$ cat src/rtl/l1_dm_store_buf_pkg.sv
// Shared types for the L1 data-cache store buffer: entry layout, control states
// and the byte-merge helper used when a store coalesces into the youngest entry.
package l1_dm_pkg;

    localparam int L1_WIDTH = 32;
    localparam int L1_DEPTH = 1024;
    localparam int L1_AW    = $clog2(L1_DEPTH);
    localparam int L1_BE    = L1_WIDTH / 8;

    typedef struct packed {
        logic [L1_AW-1:0]    addr;
        logic [L1_BE-1:0]    wbe;
        logic [L1_WIDTH-1:0] data;
    } sb_entry_t;

    typedef enum logic [1:0] {
        SB_IDLE,
        SB_FLUSH,
        SB_DONE
    } sb_state_e;

    // Newer bytes overwrite older ones; the enable mask accumulates.
    function automatic sb_entry_t sb_merge(input sb_entry_t old_e,
                                           input logic [L1_BE-1:0] wbe,
                                           input logic [L1_WIDTH-1:0] data);
        sb_entry_t m;
        m     = old_e;
        m.wbe = old_e.wbe | wbe;
        for (int b = 0; b < L1_BE; b++) begin
            if (wbe[b]) begin
                m.data[8*b +: 8] = data[8*b +: 8];
            end
        end
        return m;
    endfunction

endpackage

$ cat src/rtl/l1_dm_store_buf_if.sv
// Core-side load/store/flush handshakes plus the data-SRAM port of the store buffer.
// slave is the store buffer; master is the core and SRAM side.
interface l1_dm_store_buf_if
    import l1_dm_pkg::*;
#(
    parameter int WIDTH = L1_WIDTH,
    parameter int AW    = L1_AW
) ();

    logic               ld_req_val;
    logic [AW-1:0]      ld_req_addr;
    logic               ld_req_ack;
    logic               ld_resp_val;
    logic [WIDTH-1:0]   ld_resp_data;

    logic               st_req_val;
    logic [AW-1:0]      st_req_addr;
    logic [WIDTH/8-1:0] st_req_wbe;
    logic [WIDTH-1:0]   st_req_wdata;
    logic               st_req_ack;

    logic               flush_req;
    logic               flush_done;
    logic               sb_empty;
    logic               sb_full;

    logic               mem_en;
    logic [AW-1:0]      mem_addr;
    logic               mem_we;
    logic [WIDTH/8-1:0] mem_wbe;
    logic [WIDTH-1:0]   mem_wdata;
    logic [WIDTH-1:0]   mem_rdata;

    modport slave (
        input  ld_req_val, ld_req_addr, st_req_val, st_req_addr, st_req_wbe, st_req_wdata,
               flush_req, mem_rdata,
        output ld_req_ack, ld_resp_val, ld_resp_data, st_req_ack, flush_done, sb_empty, sb_full,
               mem_en, mem_addr, mem_we, mem_wbe, mem_wdata
    );

    modport master (
        output ld_req_val, ld_req_addr, st_req_val, st_req_addr, st_req_wbe, st_req_wdata,
               flush_req, mem_rdata,
        input  ld_req_ack, ld_resp_val, ld_resp_data, st_req_ack, flush_done, sb_empty, sb_full,
               mem_en, mem_addr, mem_we, mem_wbe, mem_wdata
    );

endinterface

$ cat src/rtl/l1_dm_store_buf_sb_fifo.sv
// Store-buffer entry storage: circular FIFO with merge into the youngest entry
// and a parallel address compare of every valid entry against the load address.
module l1_dm_sb_fifo
    import l1_dm_pkg::*;
#(
    parameter int SB_DEPTH = 4
) (
    input  logic                        clk_i,
    input  logic                        rst_ni,
    input  logic                        push_i,
    input  logic                        merge_i,
    input  logic                        pop_i,
    input  sb_entry_t                   wr_entry_i,
    input  logic [L1_AW-1:0]            ld_addr_i,
    output sb_entry_t                   head_o,
    output logic [$clog2(SB_DEPTH):0]   count_o,
    output logic [$clog2(SB_DEPTH):0]   count_nxt_o,
    output logic [SB_DEPTH-1:0]         hit_o,
    output logic                        tail_match_o,
    output logic                        empty_o,
    output logic                        full_o
);

    localparam int PW = $clog2(SB_DEPTH);
    localparam int CW = PW + 1;

    sb_entry_t             entry_q [SB_DEPTH];
    logic [SB_DEPTH-1:0]   valid_q;
    logic [PW-1:0]         wr_ptr_q;
    logic [PW-1:0]         rd_ptr_q;
    logic [PW-1:0]         tail_ptr;
    logic [CW-1:0]         count_q;
    logic [CW-1:0]         count_d;

    assign tail_ptr     = wr_ptr_q - PW'(1);
    assign head_o       = entry_q[rd_ptr_q];
    assign tail_match_o = valid_q[tail_ptr] & (entry_q[tail_ptr].addr == wr_entry_i.addr);
    assign count_d      = count_q + CW'(push_i) - CW'(pop_i);
    assign count_o      = count_q;
    assign count_nxt_o  = count_d;
    assign empty_o      = (count_q == '0);
    assign full_o       = (count_q == CW'(SB_DEPTH));

    always_comb begin
        hit_o = '0;
        for (int i = 0; i < SB_DEPTH; i++) begin
            hit_o[i] = valid_q[i] & (entry_q[i].addr == ld_addr_i);
        end
    end

    // Push never targets the head slot while a pop is in flight: push needs !full,
    // pop needs !empty, so the two pointers differ whenever both fire.
    always_ff @(posedge clk_i or negedge rst_ni) begin
        if (!rst_ni) begin
            valid_q  <= '0;
            wr_ptr_q <= '0;
            rd_ptr_q <= '0;
            count_q  <= '0;
            for (int i = 0; i < SB_DEPTH; i++) begin
                entry_q[i] <= '0;
            end
        end else begin
            if (pop_i) begin
                valid_q[rd_ptr_q] <= 1'b0;
                rd_ptr_q          <= rd_ptr_q + PW'(1);
            end
            if (push_i) begin
                valid_q[wr_ptr_q] <= 1'b1;
                entry_q[wr_ptr_q] <= wr_entry_i;
                wr_ptr_q          <= wr_ptr_q + PW'(1);
            end else if (merge_i) begin
                entry_q[tail_ptr] <= sb_merge(entry_q[tail_ptr], wr_entry_i.wbe, wr_entry_i.data);
            end
            count_q <= count_d;
        end
    end

endmodule

$ cat src/rtl/l1_dm_store_buf.sv
// Write-back store buffer and single-port arbiter in front of the L1 data SRAM.
//   state    | meaning
//   SB_IDLE  | normal operation: stores accepted, loads and drains share the port
//   SB_FLUSH | draining every entry; loads and stores held off
//   SB_DONE  | buffer drained; flush_done pulses for this one cycle
module l1_dm_store_buf
    import l1_dm_pkg::*;
#(
    parameter int WIDTH    = L1_WIDTH,
    parameter int DEPTH    = L1_DEPTH,
    parameter int SB_DEPTH = 4
) (
    input  logic             clk_i,
    input  logic             rst_ni,
    l1_dm_store_buf_if.slave bus_io
);

    localparam int AW = $clog2(DEPTH);
    localparam int CW = $clog2(SB_DEPTH) + 1;

    sb_state_e           state_q, state_d;
    logic                ld_resp_val_q;

    sb_entry_t           head;
    sb_entry_t           wr_entry;
    logic [CW-1:0]       count;
    logic [CW-1:0]       count_nxt;
    logic [SB_DEPTH-1:0] hit;
    logic                tail_match, empty, full;

    logic                hazard, force_drain, ld_ack, drain, merge, st_ack, push;
    logic [AW-1:0]       mem_addr;
    logic [WIDTH/8-1:0]  mem_wbe;
    logic [WIDTH-1:0]    mem_wdata;

    assign wr_entry = '{addr: bus_io.st_req_addr, wbe: bus_io.st_req_wbe, data: bus_io.st_req_wdata};

    l1_dm_sb_fifo #(.SB_DEPTH(SB_DEPTH)) u_fifo (
        .clk_i        (clk_i),
        .rst_ni       (rst_ni),
        .push_i       (push),
        .merge_i      (st_ack & merge),
        .pop_i        (drain),
        .wr_entry_i   (wr_entry),
        .ld_addr_i    (bus_io.ld_req_addr),
        .head_o       (head),
        .count_o      (count),
        .count_nxt_o  (count_nxt),
        .hit_o        (hit),
        .tail_match_o (tail_match),
        .empty_o      (empty),
        .full_o       (full)
    );

    // A draining head cannot also absorb a merge, and a same-cycle pop never
    // frees a slot for the incoming store.
    always_comb begin
        hazard      = bus_io.ld_req_val & (|hit);
        force_drain = !empty & ((state_q == SB_FLUSH) | full | hazard);
        ld_ack      = bus_io.ld_req_val & !force_drain & (state_q != SB_FLUSH);
        drain       = force_drain | (!empty & !ld_ack);
        merge       = tail_match & !(drain & (count == CW'(1)));
        st_ack      = bus_io.st_req_val & (state_q == SB_IDLE) & (!full | merge);
        push        = st_ack & !merge;
    end

    always_comb begin
        mem_addr  = '0;
        mem_wbe   = '0;
        mem_wdata = '0;
        if (drain) begin
            mem_addr  = head.addr;
            mem_wbe   = head.wbe;
            mem_wdata = head.data;
        end else if (ld_ack) begin
            mem_addr  = bus_io.ld_req_addr;
        end
    end

    always_comb begin
        state_d = state_q;
        case (state_q)
            SB_IDLE:  if (bus_io.flush_req) state_d = SB_FLUSH;
            SB_FLUSH: if (count_nxt == '0) state_d = SB_DONE;
            SB_DONE:  state_d = SB_IDLE;
            default:  state_d = SB_IDLE;
        endcase
    end

    always_ff @(posedge clk_i or negedge rst_ni) begin
        if (!rst_ni) begin
            state_q       <= SB_IDLE;
            ld_resp_val_q <= 1'b0;
        end else begin
            state_q       <= state_d;
            ld_resp_val_q <= ld_ack;
        end
    end

    assign bus_io.ld_req_ack   = ld_ack;
    assign bus_io.ld_resp_val  = ld_resp_val_q;
    assign bus_io.ld_resp_data = bus_io.mem_rdata;
    assign bus_io.st_req_ack   = st_ack;
    assign bus_io.flush_done   = (state_q == SB_DONE);
    assign bus_io.sb_empty     = empty;
    assign bus_io.sb_full      = full;
    assign bus_io.mem_en       = drain | ld_ack;
    assign bus_io.mem_we       = drain;
    assign bus_io.mem_addr     = mem_addr;
    assign bus_io.mem_wbe      = mem_wbe;
    assign bus_io.mem_wdata    = mem_wdata;

endmodule

$ cat src/flat_wrapper.sv
// flat-port wrapper written by rule: the top's interface ports become plain ports
module l1_dm_store_buf_flat import l1_dm_pkg::*;
#(
    parameter int WIDTH    = L1_WIDTH,
    parameter int DEPTH    = L1_DEPTH,
    parameter int SB_DEPTH = 4
)
  (clk_i, rst_ni, bus_io_ld_req_val, bus_io_ld_req_addr, bus_io_st_req_val, bus_io_st_req_addr, bus_io_st_req_wbe, bus_io_st_req_wdata, bus_io_flush_req, bus_io_mem_rdata, bus_io_ld_req_ack, bus_io_ld_resp_val, bus_io_ld_resp_data, bus_io_st_req_ack, bus_io_flush_done, bus_io_sb_empty, bus_io_sb_full, bus_io_mem_en, bus_io_mem_addr, bus_io_mem_we, bus_io_mem_wbe, bus_io_mem_wdata);
  l1_dm_store_buf_if #(.WIDTH(WIDTH)) bus_io_i ();
  input  logic clk_i;
  input  logic rst_ni;
  input wire logic [$bits(bus_io_i.ld_req_val)-1:0] bus_io_ld_req_val;
  input wire logic [$bits(bus_io_i.ld_req_addr)-1:0] bus_io_ld_req_addr;
  input wire logic [$bits(bus_io_i.st_req_val)-1:0] bus_io_st_req_val;
  input wire logic [$bits(bus_io_i.st_req_addr)-1:0] bus_io_st_req_addr;
  input wire logic [$bits(bus_io_i.st_req_wbe)-1:0] bus_io_st_req_wbe;
  input wire logic [$bits(bus_io_i.st_req_wdata)-1:0] bus_io_st_req_wdata;
  input wire logic [$bits(bus_io_i.flush_req)-1:0] bus_io_flush_req;
  input wire logic [$bits(bus_io_i.mem_rdata)-1:0] bus_io_mem_rdata;
  output wire logic [$bits(bus_io_i.ld_req_ack)-1:0] bus_io_ld_req_ack;
  output wire logic [$bits(bus_io_i.ld_resp_val)-1:0] bus_io_ld_resp_val;
  output wire logic [$bits(bus_io_i.ld_resp_data)-1:0] bus_io_ld_resp_data;
  output wire logic [$bits(bus_io_i.st_req_ack)-1:0] bus_io_st_req_ack;
  output wire logic [$bits(bus_io_i.flush_done)-1:0] bus_io_flush_done;
  output wire logic [$bits(bus_io_i.sb_empty)-1:0] bus_io_sb_empty;
  output wire logic [$bits(bus_io_i.sb_full)-1:0] bus_io_sb_full;
  output wire logic [$bits(bus_io_i.mem_en)-1:0] bus_io_mem_en;
  output wire logic [$bits(bus_io_i.mem_addr)-1:0] bus_io_mem_addr;
  output wire logic [$bits(bus_io_i.mem_we)-1:0] bus_io_mem_we;
  output wire logic [$bits(bus_io_i.mem_wbe)-1:0] bus_io_mem_wbe;
  output wire logic [$bits(bus_io_i.mem_wdata)-1:0] bus_io_mem_wdata;
  assign bus_io_i.ld_req_val = bus_io_ld_req_val;
  assign bus_io_i.ld_req_addr = bus_io_ld_req_addr;
  assign bus_io_i.st_req_val = bus_io_st_req_val;
  assign bus_io_i.st_req_addr = bus_io_st_req_addr;
  assign bus_io_i.st_req_wbe = bus_io_st_req_wbe;
  assign bus_io_i.st_req_wdata = bus_io_st_req_wdata;
  assign bus_io_i.flush_req = bus_io_flush_req;
  assign bus_io_i.mem_rdata = bus_io_mem_rdata;
  assign bus_io_ld_req_ack = bus_io_i.ld_req_ack;
  assign bus_io_ld_resp_val = bus_io_i.ld_resp_val;
  assign bus_io_ld_resp_data = bus_io_i.ld_resp_data;
  assign bus_io_st_req_ack = bus_io_i.st_req_ack;
  assign bus_io_flush_done = bus_io_i.flush_done;
  assign bus_io_sb_empty = bus_io_i.sb_empty;
  assign bus_io_sb_full = bus_io_i.sb_full;
  assign bus_io_mem_en = bus_io_i.mem_en;
  assign bus_io_mem_addr = bus_io_i.mem_addr;
  assign bus_io_mem_we = bus_io_i.mem_we;
  assign bus_io_mem_wbe = bus_io_i.mem_wbe;
  assign bus_io_mem_wdata = bus_io_i.mem_wdata;
  l1_dm_store_buf #(.WIDTH(WIDTH), .DEPTH(DEPTH), .SB_DEPTH(SB_DEPTH)) u_core (.clk_i(clk_i), .rst_ni(rst_ni), .bus_io(bus_io_i));
endmodule
$ cat config.mk
export PLATFORM = sky130hd
export DESIGN_NAME = l1_dm_store_buf_flat
export DESIGN_NICKNAME = d
export VERILOG_FILES = /design/src/rtl/l1_dm_store_buf_pkg.sv /design/src/rtl/l1_dm_store_buf_if.sv /design/src/rtl/l1_dm_store_buf_sb_fifo.sv /design/src/rtl/l1_dm_store_buf.sv /design/src/flat_wrapper.sv
export SDC_FILE = /design/constraint.sdc
export NUM_CORES = 1
export LEC_CHECK = 0
export BUFFER_PORTS_ARGS = -buffer_cell sky130_fd_sc_hd__clkbuf_2
export CORE_MARGIN = 5
export CORE_UTILIZATION = 50
export CTS_CLUSTER_DIAMETER = 30
export DETAILED_ROUTE_END_ITERATION = 8
export PLACE_DENSITY = 0.79
export SLEW_MARGIN = 40
export SYNTH_ARGS = -nofsm -noshare
export SYNTH_HDL_FRONTEND = slang
export SYNTH_SLANG_ARGS = --single-unit
$ cat constraint.sdc
create_clock -name clk_i -period 7.01 [get_ports clk_i]
set_input_delay 0 -clock clk_i [delete_from_list [all_inputs] [get_ports clk_i]]
set_output_delay 0 -clock clk_i [all_outputs]
set_load 0.1 [all_outputs]
==> Word level (Yosys, flattened, before mapping) <==
Cells that the tools add are included.
Widths: inputs -> output; s select.
{ "op_classes": {"n_addsub": 5, "mul": 0, "div_mod_pow": 0, "magnitude_cmp": 10, "eq_ne": 12, "n_shift": 0, "mux": 41, "bitwise_logic": 28, "n_reduce_logical": 16} }
{ "op_table": {"columns": ["cell", "n"], "rows": [
  ["$bwmux 184", 2],
  ["$mux 184", 2],
  ["$mux 46", 6],
  ["$bmux 46 s2", 2],
  ["$demux 46 s2", 2],
  ["$mux 8", 12],
  ["$eq 10x10->1", 5],
  ["$mux 32", 1],
  ["$mux 10", 2],
  ["$and 1x1->1", 16],
  ["$mux 4", 3],
  ["$ge 3x3->1 const B", 3],
  ["$lt 2x3->1 const B", 3],
  ["$not 2->3", 3],
  ["$or 4x4->4", 2],
  ["$logic_not 1->1", 6],
  ["$logic_not 3->1", 2],
  ["$lt 3x1->1 const B", 2],
  ["$or 1x1->1", 5],
  ["$add 2x1->2 const B", 2],
  ["$and 4x4->4", 1],
  ["$demux 1 s2", 2],
  ["$ge 2x1->1 const B", 2],
  ["$logic_and 1x1->1", 4],
  ["other kinds (18)", 22]
]} }
{ "totals": {"regBits": 198, "latchBits": 0, "mem_bits_rw": 0, "rom_bits": 0, "output_inout_bits": 86, "word_cells": 130, "n_memories": 0} }

==> Longest topological paths before layout <==
{ "logic_depth": {"word_depth": 23, "depth_mapped": 24} }

==> By module <==
Synthesis repeated with hierarchy kept, for this count alone.
{ "hier_totals": {"hier_cells": 1114, "hier_area_um2": 12239.2} }
{ "by_module_without_submodules": {"columns": ["mod", "n_inst", "cells_per_inst", "area_per_inst_um2"], "rows": [
  ["l1_dm_sb_fifo", 1, 1004, 11413.4],
  ["l1_dm_store_buf", 1, 110, 825.8]
]} }

==> Worst setup path after synthesis <==
OpenSTA, ideal clock, no wires.
{ "synth_path": {"kind": "register to output", "startpoint": "register u_core.u_fifo.wr_ptr_q[0]", "endpoint": "output port bus_io_st_req_ack", "arrival_ns": 5.710, "path_slack_ns": 1.300, "stages_incl_launch_ff": 13, "n_path_buf": 6, "path_cell_list": "dfrtp_1 buf_4 buf_1 buf_1 inv_1 ha_1 clkbuf_1 clkbuf_1 mux4_2 xor2_1 or4_1 buf_2 a21boi_0"} }
{ "synth_between": {"elab_chain_cells": 10} }
{ "synth_rtl": {"columns": ["element", "line", "source"], "rows": [
  ["start, declared", "l1_dm_store_buf_sb_fifo.sv:29", "logic [PW-1:0] wr_ptr_q;"],
  ["start signal, assigned", "l1_dm_store_buf_sb_fifo.sv:70", "wr_ptr_q <= wr_ptr_q + PW'(1);"],
  ["$sub 2x1->2 (*)", "l1_dm_store_buf_sb_fifo.sv:35", "assign tail_ptr = wr_ptr_q - PW'(1);"],
  ["net u_core.u_fifo.tail_ptr[0]", "l1_dm_store_buf_sb_fifo.sv:31", "logic [PW-1:0] tail_ptr;"],
  ["$not 2->3 (implied by the code)", "l1_dm_store_buf_sb_fifo.sv:37", "assign tail_match_o = valid_q[tail_ptr] & (entry_q[tail_ptr].addr == wr_entry_i.addr);"],
  ["$bmux 46 s2", "l1_dm_store_buf_sb_fifo.sv:37", null],
  ["$mux 46 (implied by the code) (2 in a row)", "l1_dm_store_buf_sb_fifo.sv:37", null],
  ["$eq 10x10->1", "l1_dm_store_buf_sb_fifo.sv:37", null],
  ["$and 1x1->1 (*)", "l1_dm_store_buf_sb_fifo.sv:37", null],
  ["$and 1x1->1 (*)", "l1_dm_store_buf.sv:62", "merge = tail_match & !(drain & (count == CW'(1)));"],
  ["$or 1x1->1 (*)", "l1_dm_store_buf.sv:63", "st_ack = bus_io.st_req_val & (state_q == SB_IDLE) & (!full | merge);"],
  ["$and 1x1->1 (*)", "l1_dm_store_buf.sv:63", null],
  ["end, declared", "flat_wrapper.sv:23", "output wire logic [$bits(bus_io_i.st_req_ack)-1:0] bus_io_st_req_ack;"]
]} }
Mark *: on every way through the listed nets, which the timed path passes. The rest lies on a longest branch. The select of a mux whose other input is x is not followed.

==> Worst setup path in the final report <==
{ "layout_path": {"startpoint": "register u_core.u_fifo.wr_ptr_q[0]", "endpoint": "register u_core.u_fifo.entry_q[132] (netlist name)"} }
{ "layout_between": {"elab_chain_cells": 12} }
{ "layout_rtl": {"columns": ["element", "line", "source"], "rows": [
  ["$sub 2x1->2 (*)", "l1_dm_store_buf_sb_fifo.sv:35", null],
  ["net u_core.u_fifo.tail_ptr[0]", "l1_dm_store_buf_sb_fifo.sv:31", null],
  ["$not 2->3 (implied by the code)", "l1_dm_store_buf_sb_fifo.sv:37, l1_dm_store_buf_sb_fifo.sv:72", null],
  ["$bmux 46 s2", "l1_dm_store_buf_sb_fifo.sv:37, l1_dm_store_buf_sb_fifo.sv:72", null],
  ["$mux 46 (implied by the code) (2 in a row)", "l1_dm_store_buf_sb_fifo.sv:37, l1_dm_store_buf_sb_fifo.sv:72", null],
  ["$eq 10x10->1", "l1_dm_store_buf_sb_fifo.sv:37", null],
  ["$and 1x1->1", "l1_dm_store_buf_sb_fifo.sv:37", null],
  ["$and 1x1->1", "l1_dm_store_buf.sv:62", null],
  ["$or 1x1->1", "l1_dm_store_buf.sv:63", null],
  ["$and 1x1->1", "l1_dm_store_buf.sv:63", null],
  ["$and 1x1->1 (on tied branches)", "l1_dm_store_buf.sv:64, l1_dm_store_buf.sv:42", null],
  ["$mux 184 / $reduce_bool 2->1 (equally long branches)", null, null],
  ["end signal, assigned by index", "l1_dm_store_buf_sb_fifo.sv:69", "entry_q[wr_ptr_q] <= wr_entry_i;"],
  ["end signal, assigned by index", "l1_dm_store_buf_sb_fifo.sv:72", "entry_q[tail_ptr] <= sb_merge(entry_q[tail_ptr], wr_entry_i.wbe, wr_entry_i.data);"],
  ["end, declared", "l1_dm_store_buf_sb_fifo.sv:27", "sb_entry_t entry_q [SB_DEPTH];"]
]} }
Marks and branches as above.
A chain may end at the register's enable or synchronous reset.

==> flow_summary.rst <==
.. list-table::
   :header-rows: 1

   * - Metric
     - Value
   * - Util after Layout
     - 56.25%
   * - Floorplan Core Area
     - 25840 um^2
   * - Gate count after technology mapping
     - 1157
   * - Post-route DRC violation count
     - 0
   * - Critical Setup Path Class
     - reg -> reg
   * - Run status
     - complete, no violations
   * - Number of synthesized flops with an enable pin
     - 0
   * - Cell depth of the worst hold path
     - 0
   * - Layout-stage area growth over the synthesis result
     - 11.83%
   * - Sum of met3 wire segment lengths after detailed routing
     - 4.127 mm
   * - Tot GR Track Use
     - 26.65%
   * - Number of antenna repair diodes
     - 0
   * - Transition at the pin with the smallest max-transition slack
     - 0.8631 ns
   * - Normalized max-slew margin
     - 42.33%
   * - Endpoint class of the critical path
     - flip-flop
   * - Flip-flop and latch count after synthesis
     - 198
   * - Fraction of registers with async set/reset
     - 100.0%
   * - Syn_nets
     - 1263
   * - Data arrival time of the worst path
     - 5.98 ns
   * - Maximum number of pins on one net before global-route repair
     - 122
   * - Worst slack on hold paths
     - 0.00003855 ns
   * - Clock H-tree levels
     - 4
   * - Residual overflow from global routing
     - 0
   * - Post-Synthesis Mean Instance Area
     - 11.23 um^2
   * - Effective utilization at floorplan
     - 50.30%
   * - Setup repair after global routing missed its margin
     - false
   * - Number of antenna violations at the first check in global routing
     - 0
   * - Clk root buf
     - sky130_fd_sc_hd__clkbuf_16
   * - Post-synth design cell area
     - 13000 um^2
   * - Die span in x
     - 171.2 um
   * - Clock tree from TritonCTS
     - built
   * - Setup slack on the worst flop-to-flop path
     - 1.40 ns
   * - Primary FF master, synth
     - sky130_fd_sc_hd__dfrtp_1
   * - Detailed Route WL
     - 39.25 mm
   * - Via-per-instance ratio
     - 6.979
   * - Post-route antenna net violation count
     - 0
   * - Sum Neg Setup Slack
     - 0 ns
   * - Core Rows
     - 59
   * - Height of the die
     - 171.2 um
   * - Skew final
     - 0.01527 ns
   * - Final Hold Vio Count
     - 0
   * - Fin nets
     - 1306
   * - Largest fanout on the critical path
     - 121
   * - Final worst path period share
     - 80.06%
   * - Global-route wire length before repair
     - 61.39 mm
   * - Upper clock frequency limit
     - 178.2 MHz
   * - Cell depth of the worst flop-to-flop path
     - 12
   * - RR Endpoint
     - u_core.u_fifo.entry_q[132]
   * - Source of the worst hold timing path
     - bus_io_mem_rdata[27]
   * - FF-to-FF Start
     - u_core.u_fifo.wr_ptr_q[0]
   * - Number of distinct library cells after synthesis
     - 45
   * - M1 wire length
     - 15.75 mm
   * - Buffer levels on the longest clock path
     - 2
   * - Met2 WL
     - 18.37 mm
   * - Hpwl dp
     - 23.07 mm
   * - Proportion of layout cells with a drive suffix above 1
     - 26.05%
   * - Synth warnings
     - 0
   * - Kind of start point of the critical path
     - flip-flop
   * - Hold Crit Endpoint
     - bus_io_ld_resp_data[27]
   * - Quantity of I/O buffers inserted on ports
     - 114
   * - Final max-slew violation count
     - 0
   * - Via count of the first global-routing pass
     - 10.86k
   * - Number of DRC markers after the initial detailed-route iteration
     - 1412
   * - TritonCTS Buffers
     - 17
   * - Classification of the worst-slack hold path
     - in -> out
   * - Shortest period the worst path allows
     - 5.612 ns
   * - Placer's final routability congestion estimate
     - 0.8518
   * - Post-synthesis sequential area ratio
     - 38.12%
   * - Routed length per instance
     - 25.36 um
   * - TritonCTS sink count
     - 198
   * - CTS clk-pin slew, worst paths
     - 0.07 ns
   * - Topmost layer with routed signal wires
     - met4
   * - Number of top-level pins
     - 179
   * - Die Area
     - 29320 um^2
   * - Setup-violating endpoint count in the final report
     - 0
   * - Drt first pass iters
     - 5
   * - Data required, critical path
     - 7.37 ns
   * - Clock insertion delay at the later pin of the skew report
     - 0.44 ns
   * - Maxcap violations
     - 0
   * - Routed via count
     - 10.80k
stage by stage:
stage / worst slack, ns / cell area [um^2] / std cells
after floorplan: 1.300 / 13000 / 1157
after detailed placement: 1.577 / 13490 / 1473
after global placement: 1.519 / 13430 / 1471
final: 1.398 / 14530 / 1548
after CTS: 1.534 / 14530 / 1548
after global routing: 1.225 / 14530 / 1548
critical path: stages (launching register included):
cell                       delay, ns
sky130_fd_sc_hd__dfrtp_4        0.66
sky130_fd_sc_hd__inv_1          0.17
sky130_fd_sc_hd__ha_2           0.72
sky130_fd_sc_hd__mux4_2         0.46
sky130_fd_sc_hd__xor2_1         0.17
sky130_fd_sc_hd__nor2_1         0.14
sky130_fd_sc_hd__o211ai_1       0.09
sky130_fd_sc_hd__or4_1          0.85
sky130_fd_sc_hd__o211a_4        0.46
sky130_fd_sc_hd__buf_6          0.31
sky130_fd_sc_hd__a21oi_4        0.57
sky130_fd_sc_hd__buf_4          0.54
sky130_fd_sc_hd__a221o_1        0.24
cells in the final DEF, fill, tap and decap left out, drive strengths merged, types with 3 or more instances in the layout:
cell,synthesis,final
a21oi,6,6
a221o,148,148
a221oi,33,33
and2,4,4
and3,172,172
buf,72,24
bufinv,0,3
clkbuf,85,135
clkinvlp,0,4
dfrtp,198,198
dlygate4sd3,0,43
ha,12,12
inv,92,94
mux2,33,33
mux2i,7,7
mux4,89,89
nand2,16,16
nand2b,5,5
nand3,18,18
nand4,9,9
nor2,3,3
nor3,44,44
nor3b,11,11
o21ai,17,17
o221a,3,3
or2,5,5
xnor2,55,55
xor2,4,4
kinds of logic (layout without fill, tap and decap cells):
| logic type | Yosys count | count (layout) | share of synthesized area, % |
|---|---|---|---|
| muxes | 129 | 129 | 18.82 |
| buffers and inverters | 249 | 305 | 8.694 |
| and+or+nand+nor | 293 | 293 | 13.41 |
| DFF | 198 | 198 | 38.12 |
| AOI/OAI and AO/OA | 216 | 216 | 15.66 |
| xor gates and xnor gates | 59 | 59 | 3.976 |
| adders and majority gates | 13 | 13 | 1.309 |
registers in the layout, summed over array words and instances (netlist names):
name	cells
u_core.u_fifo.rd_ptr_q	2
u_core.bus_io.ld_resp_val	1
u_core.state_q	2
u_core.u_fifo.count_o	3
u_core.u_fifo.wr_ptr_q	2
u_core.u_fifo.entry_q	184
u_core.u_fifo.valid_q	4
final cells by class:
class                   instances  area, um^2
repair buffers                181        1234
clock inverters                11       147.6
flip-flops and latches        198        4964
inverters                      92       345.3
clock buffers                  21       460.4
well taps                     335       419.2
multi-input cells             710        6964
fillers                      2146       11300
Yosys cell counts (2+ instances only):
master,number,area [um^2]
sky130_fd_sc_hd__a221oi_1,33,289.0
sky130_fd_sc_hd__clkbuf_1,85,319.1
sky130_fd_sc_hd__nor2b_1,2,12.51
sky130_fd_sc_hd__mux2_2,33,371.6
sky130_fd_sc_hd__nor3_1,40,200.2
sky130_fd_sc_hd__a21oi_1,2,10.01
sky130_fd_sc_hd__mux4_2,89,2004
sky130_fd_sc_hd__nand2b_1,5,31.28
sky130_fd_sc_hd__nand2_1,16,60.06
sky130_fd_sc_hd__buf_2,18,90.09
sky130_fd_sc_hd__or2_2,5,31.28
sky130_fd_sc_hd__inv_1,92,345.3
sky130_fd_sc_hd__ha_1,12,150.1
sky130_fd_sc_hd__nor3_2,4,40.04
sky130_fd_sc_hd__a21oi_4,3,48.80
sky130_fd_sc_hd__nor3b_1,11,82.58
sky130_fd_sc_hd__and3_1,172,1076
sky130_fd_sc_hd__and2_1,3,18.77
sky130_fd_sc_hd__nand4_1,9,56.30
sky130_fd_sc_hd__nor4_1,2,12.51
sky130_fd_sc_hd__buf_4,44,330.3
sky130_fd_sc_hd__mux2i_1,7,70.07
sky130_fd_sc_hd__nand3_1,18,90.09
sky130_fd_sc_hd__xnor2_1,55,481.7
sky130_fd_sc_hd__a211oi_1,2,15.01
sky130_fd_sc_hd__buf_1,9,33.78
sky130_fd_sc_hd__a221o_1,148,1481
sky130_fd_sc_hd__dfrtp_1,198,4955
sky130_fd_sc_hd__nor2_1,3,11.26
sky130_fd_sc_hd__o221a_2,3,33.78
sky130_fd_sc_hd__xor2_1,4,35.03
sky130_fd_sc_hd__o21ai_0,17,85.08
what timing repair did:
item,4_1_cts,5_1_grt
setup buffers,0,0
hold buffers,43,0
hold endpoints to repair,259,0
resized for setup,0,0
how the worst max path moves through the flow:
stage                                      end                       from  slack, ns
global placement    u_core.u_fifo.entry_q[123]  u_core.u_fifo.wr_ptr_q[0]       1.52
detailed placement  u_core.u_fifo.entry_q[134]  u_core.u_fifo.wr_ptr_q[0]       1.58
global route        u_core.u_fifo.entry_q[132]  u_core.u_fifo.wr_ptr_q[0]       1.23
finish              u_core.u_fifo.entry_q[132]  u_core.u_fifo.wr_ptr_q[0]       1.40
CTS                 u_core.u_fifo.entry_q[132]  u_core.u_fifo.wr_ptr_q[0]       1.53
floorplan                    bus_io_st_req_ack  u_core.u_fifo.wr_ptr_q[0]       1.30
metal layers:
layer,vias to the layer above,track usage [%]
li1,4520,-
met1,5411,37.80
met2,779,41.29
met3,94,5.516
met4,0,9.060
met5,-,0
Power is left out: the tool's default activity adds up to more than one toggle a clock period on the data nets, which glitch-free logic cannot reach.
